===== src/rtl/move_tick_scheduler.sv =====
// move_tick_scheduler: paces snake moves with one-cycle MOVE_TICK pulses.
// Period shrinks with speed level; ticks can be aligned to VS falling edge.
module move_tick_scheduler #(
  parameter int TICKS_BASE = 25000000,
  parameter int TICKS_MIN  = 5000000,
  parameter int SPEED_STEP = 1000000,
  parameter int MAX_LEVEL  = 15,
  parameter int CNT_W      = 25,
  parameter int SYNC_EN    = 1
) (
  input  logic       CLK,
  input  logic       RESET,
  input  logic [1:0] MASTER_STATE,
  input  logic       REACHED,
  input  logic       VS,
  input  logic [1:0] DIRECTION_REQ,
  output logic       MOVE_TICK,
  output logic [1:0] DIRECTION_OUT,
  output logic [3:0] SPEED_LEVEL
);

  localparam int PW = CNT_W + 5;

  localparam logic [1:0] MS_IDLE   = 2'b00;
  localparam logic [1:0] MS_PLAY   = 2'b01;
  localparam logic [1:0] DIR_RIGHT = 2'b01;
  localparam logic [1:0] DIR_FLIP  = 2'b10;

  localparam logic [PW-1:0] BASE_W = PW'(TICKS_BASE);
  localparam logic [PW-1:0] MIN_W  = PW'(TICKS_MIN);
  localparam logic [PW-1:0] STEP_W = PW'(SPEED_STEP);
  localparam logic [3:0]    LVL_MAX = 4'(MAX_LEVEL);

  localparam logic [CNT_W-1:0] PER0 =
    (TICKS_BASE < TICKS_MIN) ? CNT_W'(TICKS_MIN)
                             : CNT_W'(TICKS_BASE);

  typedef enum logic [1:0] {
    S_IDLE  = 2'd0,
    S_COUNT = 2'd1,
    S_WAIT  = 2'd2
  } state_t;

  state_t state_q, state_d;

  logic [CNT_W-1:0] cnt_q, cnt_d;
  logic [CNT_W-1:0] per_q, per_d;
  logic [CNT_W-1:0] reload;
  logic             tick_q, tick_d;
  logic [1:0]       dir_q, dir_d;
  logic [3:0]       lvl_q, lvl_d;

  logic vs_s1_q, vs_s2_q, vs_h_q;
  logic vs_fall;
  logic play;
  logic fire;

  logic [PW-1:0] dec;
  logic          per_floor;

  assign play    = (MASTER_STATE == MS_PLAY);
  assign vs_fall = vs_h_q & ~vs_s2_q;
  assign reload  = per_q - CNT_W'(1);

  // Bring VS into the clock domain and keep one cycle of history.
  always_ff @(posedge CLK) begin
    if (!RESET) begin
      vs_s1_q <= 1'b1;
      vs_s2_q <= 1'b1;
      vs_h_q  <= 1'b1;
    end else begin
      vs_s1_q <= VS;
      vs_s2_q <= vs_s1_q;
      vs_h_q  <= vs_s2_q;
    end
  end

  // Period from level, clamped to the floor without wrapping.
  always_comb begin
    dec       = PW'(lvl_q) * STEP_W;
    per_floor = (dec >= BASE_W) || ((BASE_W - dec) < MIN_W);
    per_d     = per_floor ? CNT_W'(MIN_W) : CNT_W'(BASE_W - dec);
  end

  // Next-state, counter, tick, direction and level logic.
  always_comb begin
    state_d = state_q;
    cnt_d   = cnt_q;
    dir_d   = dir_q;
    lvl_d   = lvl_q;
    fire    = 1'b0;
    unique case (state_q)
      S_IDLE: begin
        cnt_d = '0;
        if (play) begin
          state_d = S_COUNT;
          cnt_d   = reload;
        end
      end
      S_COUNT: begin
        if (!play) begin
          state_d = S_IDLE;
          cnt_d   = '0;
        end else if (cnt_q != '0) begin
          cnt_d = cnt_q - CNT_W'(1);
        end else if (SYNC_EN == 0) begin
          fire  = 1'b1;
          cnt_d = reload;
        end else begin
          state_d = S_WAIT;
        end
      end
      S_WAIT: begin
        if (!play) begin
          state_d = S_IDLE;
          cnt_d   = '0;
        end else if (vs_fall) begin
          fire    = 1'b1;
          cnt_d   = reload;
          state_d = S_COUNT;
        end
      end
      default: begin
        state_d = S_IDLE;
        cnt_d   = '0;
      end
    endcase
    tick_d = fire;
    if (fire && (DIRECTION_REQ != (dir_q ^ DIR_FLIP)))
      dir_d = DIRECTION_REQ;
    if (play && REACHED && (lvl_q < LVL_MAX))
      lvl_d = lvl_q + 4'd1;
    if (MASTER_STATE == MS_IDLE) begin
      lvl_d = '0;
      dir_d = DIR_RIGHT;
    end
  end

  // Scheduler state, period and output registers.
  always_ff @(posedge CLK) begin
    if (!RESET) begin
      state_q <= S_IDLE;
      cnt_q   <= '0;
      per_q   <= PER0;
      tick_q  <= 1'b0;
      dir_q   <= DIR_RIGHT;
      lvl_q   <= '0;
    end else begin
      state_q <= state_d;
      cnt_q   <= cnt_d;
      per_q   <= per_d;
      tick_q  <= tick_d;
      dir_q   <= dir_d;
      lvl_q   <= lvl_d;
    end
  end

  assign MOVE_TICK     = tick_q;
  assign DIRECTION_OUT = dir_q;
  assign SPEED_LEVEL   = lvl_q;

endmodule


===== config.mk =====
export PLATFORM = sky130hd
export DESIGN_NAME = move_tick_scheduler
export DESIGN_NICKNAME = d
export VERILOG_FILES = /design/src/rtl/move_tick_scheduler.sv
export SDC_FILE = /design/constraint.sdc
export NUM_CORES = 1
export LEC_CHECK = 0
export ABC_CLOCK_PERIOD_IN_PS = 5600
export BUFFER_PORTS_ARGS = -buffer_cell sky130_fd_sc_hd__buf_2
export CORE_UTILIZATION = 43
export CTS_CLUSTER_DIAMETER = 150
export CTS_CLUSTER_SIZE = 24
export DETAILED_ROUTE_END_ITERATION = 8
export PLACE_DENSITY = 0.67
export SLEW_MARGIN = 20
export SYNTH_ARGS = -nofsm -noshare
export SYNTH_HDL_FRONTEND = slang
export SYNTH_SLANG_ARGS = --single-unit
export TNS_END_PERCENT = 30

===== constraint.sdc =====
create_clock -name CLK -period 5.6 [get_ports CLK]
set_clock_uncertainty 0.15 [all_clocks]
set_input_delay 0.84 -clock CLK [delete_from_list [all_inputs] [get_ports CLK]]
set_output_delay 0.84 -clock CLK [all_outputs]
set_load 0.005 [all_outputs]

==> metrics.log <==
INFO  metric synth.area.mux_share = 0.0109
INFO  metric vias_in_the_first_global_route = 2939
INFO  metric power.sequential.fraction = 0.517
INFO  metric number_of_sinks_on_the_clock_net = 56
INFO  metric grt_util_all_layers = 0.198
INFO  metric gp_routability_congestion = approximately 0.90
INFO  metric worstPathRequired = around 5.6 ns
INFO  metric wl_met3 = between 200 and 250 µm
INFO  metric worst_r2r_startpoint = SPEED_LEVEL[1]
INFO  metric clkLatencyLatePin = 0.31 ns
INFO  metric syn_nets = just under 500
INFO  metric flip_flop_and_latch_count_after_synthesis = 56
INFO  metric grt_antenna_before_repair = 0
INFO  metric synth.avg_cell_area = 8.32 µm²
INFO  metric comb_power_share = 0.130
INFO  metric setup-violations-final = 0
INFO  metric synth_top_family_by_area = simple AND/OR/NAND/NOR gates
INFO  metric criticalPathCategory = flip-flop to flip-flop
INFO  metric endpoint_kind = flip-flop
INFO  metric detail_route.wl_per_cell = 15.3 µm
INFO  metric ant_diodes = 0
INFO  metric cts.path.max_buffers = 2
INFO  metric synth_warnings = 0
INFO  metric cts_setup_buffers = 0
INFO  metric dieArea = approximately 0.0091 mm²
INFO  metric design_area = around 0.0040 mm²
INFO  metric drcViolationCount = 0
INFO  metric swShare = 0.252
INFO  metric clk_root_buf = clkbuf_8
INFO  metric grt_setup_unrepaired = false
INFO  metric cap_violations = 0
INFO  metric final_layout_size_suffix_gt1_frac = 0.0931
INFO  metric die_height = 95.7 µm
INFO  metric syn_to_final_growth = 7.23%
INFO  metric drv_slew = 0
INFO  metric remaining_antenna_violation_count_after_routing = 0
INFO  metric min_path_type = flip-flop to flip-flop
INFO  metric synth_edf_count = 0
INFO  metric cts_htree_levels = 2
INFO  metric synth_cell_type_count = 63
INFO  metric vias_per_cell = around 5.7
INFO  metric leakagePower = 1.58 nW
INFO  metric cts.clk_slew.worst_paths = 0.09 ns
INFO  metric final.setup.tns = 0 ns
INFO  metric firstDrtPassIters = 4
INFO  metric synth_simple_gate_area_frac = 0.249
INFO  metric worst_vdd_ir = 0.124 mV
INFO  metric synthFlopType = dfxtp_1
INFO  metric synthCells = roughly 450
INFO  metric worst-r2r-cell-count = 11
INFO  metric detailroute.via_count = 3239
INFO  metric post_cts_resized = 0
INFO  metric min_path_cells = 1
INFO  metric ios = 15
INFO  metric grt_start_max_net_pins = 35
INFO  metric fp.coreArea = around 0.0083 mm²
INFO  metric place_area = 0.00392 mm²
INFO  metric fin_nets = 496
INFO  metric initial_utilization = 0.452
INFO  metric period_minus_slack = between 4 and 5 ns
INFO  metric crit-reg2reg-capture = per_q[13]
INFO  metric grt_overflow_total = 0
INFO  metric syn-cell-area = 0.00377 mm²
INFO  metric row_count = 33
INFO  metric cts_buffers = 5
INFO  metric final_common_cell = dfxtp_1
INFO  metric synth-xor-area-share = 0.0952
INFO  metric totalWireLength = ~8.7 mm
INFO  metric worst_pin_slew = roughly 0.9 ns
INFO  metric drt-met1-wl = between 4 and 5 mm
INFO  metric fin_hold_ws = ~0.27 ns
INFO  metric io_buffer_count = 14
INFO  metric clock.fmax = 0.236 GHz
INFO  metric relative_contribution_of_the_clock_network_to_total_power = 0.354
INFO  metric critPathArrivalTime = 4.25 ns
INFO  metric synth_async_sr_flop_share = 0
INFO  metric max-slew-margin-rel = 0.408
INFO  metric hold_start = vs_s1_q
INFO  metric postCtsHoldBufs = 0
INFO  metric drt_first_iter_violations = 156
INFO  metric dr.max_layer_used = met4
INFO  metric total_switching_power = a little over 0.2 mW
INFO  metric route.met2.wl = 4.21 mm
INFO  metric mostFrequentLayoutCells = dfxtp_1, nor2_1, nand2_1
INFO  metric grt_first_pass_wirelength = 14.2 mm
INFO  metric hold_viol_final = 0
INFO  metric finalCritPeriodShare = 0.757
INFO  metric r2r_slack = around 1.4 ns
INFO  metric setup.worst_path.start_class = flip-flop
INFO  metric dieWidth = 95.7 µm
INFO  metric hold_worst_path_end = vs_s2_q
INFO  metric run_status = finished clean
INFO  metric finalCoreUtilization = 0.485
INFO  metric area_fraction_in_compound_gates_after_synthesis = 0.215
INFO  metric internal_dissipation = 0.609 mW
INFO  metric synthAdderAreaFrac = 0.0995
INFO  metric dp_hpwl = 6.47 mm
INFO  metric tritoncts = done
INFO  metric cellPowerDensity = slightly above 200 mW/mm²
INFO  metric worstPathMaxFanout = 14
INFO  metric synth_sequential_area_ratio = 0.297
## cell type report
class / count / area, µm²
Inverter: 16 / 60.1
Timing Repair Buffer: 15 / 77.6
Clock inverter: 1 / 30.0
Tap cell: 105 / 131
Sequential cell: 56 / 1120
Fill cell: 823 / 4300
Multi-Input combinational cell: 367 / 2530
Clock buffer: 7 / 96.3
## logic make-up after synthesis
family,count (synthesis)
multiplexers,4
flip-flops,56
XOR/XNOR,41
buffers and inverters,30
AO/OA/AOI/OAI,119
AND/OR/NAND/NOR,176
adder cells (fa/ha/maj),27
## layer usage
metal,vias to the layer above,GRT usage
li1,1660,-
met1,1526,0.259
met2,43,0.340
met3,10,0.0327
met4,0,0.0423
met5,-,0
## metrics by stage
| stage | instances | power [mW] | setup WS, ns |
|---|---|---|---|
| detailed placement | 559 | 0.534 | 1.38 |
| finish | 567 | 0.814 | 1.36 |
| global placement | 559 | 0.532 | 1.54 |
| global route | 567 | 0.850 | 1.04 |
| floorplan | 453 | 0.509 | 1.79 |
| CTS | 567 | 0.821 | 1.36 |
## worst max-delay path by stage
stage	start	to	slack (ns)
finish	SPEED_LEVEL[1]	per_q[13]	1.36
global route	SPEED_LEVEL[1]	per_q[12]	1.04
CTS	SPEED_LEVEL[1]	per_q[13]	1.36
detailed placement	SPEED_LEVEL[1]	per_q[13]	1.38
global placement	SPEED_LEVEL[1]	per_q[12]	1.54
floorplan	SPEED_LEVEL[1]	per_q[12]	1.79
## cell usage after synthesis, types with 4 or more instances
cell type / number / share of area
dfxtp_1: 56 / 0.30
nor2_1: 39 / 0.039
nand2_1: 36 / 0.036
o21ai_0: 33 / 0.044
a21oi_1: 28 / 0.037
xnor2_1: 23 / 0.053
ha_1: 22 / 0.073
xor2_1: 18 / 0.042
nand3_1: 17 / 0.023
nor3_1: 17 / 0.023
inv_1: 16 / 0.016
o22ai_1: 11 / 0.018
clkbuf_1: 10 / 0.010
a22oi_1: 8 / 0.016
nand2b_1: 8 / 0.013
nor2b_1: 8 / 0.013
and2_1: 6 / 0.010
or4_1: 6 / 0.012
and3_1: 5 / 0.0083
fa_1: 5 / 0.027
or2_2: 5 / 0.0083
or3_1: 5 / 0.0083
nor3b_1: 4 / 0.0080
nor4_1: 4 / 0.0066
o21a_1: 4 / 0.0080
o221ai_1: 4 / 0.0093
## sequential cells by signal (all words and copies together) (netlist names)
signal         cells
DIRECTION_OUT      2
MOVE_TICK          1
SPEED_LEVEL        4
cnt_q             25
per_q             19
state_q            2
vs_h_q             1
vs_s1_q            1
vs_s2_q            1
## power groups by stage
stage	combinational, mW	clock, mW	sequential, mW
after CTS	0.105	0.295	0.421
after floorplan	0.0823	0	0.427
final	0.106	0.288	0.421
after global placement	0.103	0	0.430
after detailed placement	0.104	0	0.430
after global routing	0.117	0.310	0.423
## worst max-delay path, cell delays in order, from the launching register on
cell	delay, ns
dfxtp_1	0.65
inv_1	0.27
ha_1	0.40
fa_1	0.52
fa_1	0.64
nand2b_1	0.09
a41oi_1	0.25
nand2_1	0.07
or4_1	0.42
a211oi_2	0.26
and2_1	0.26
o21ai_0	0.11
No activity file was read; power rests on OpenSTA's default activity.
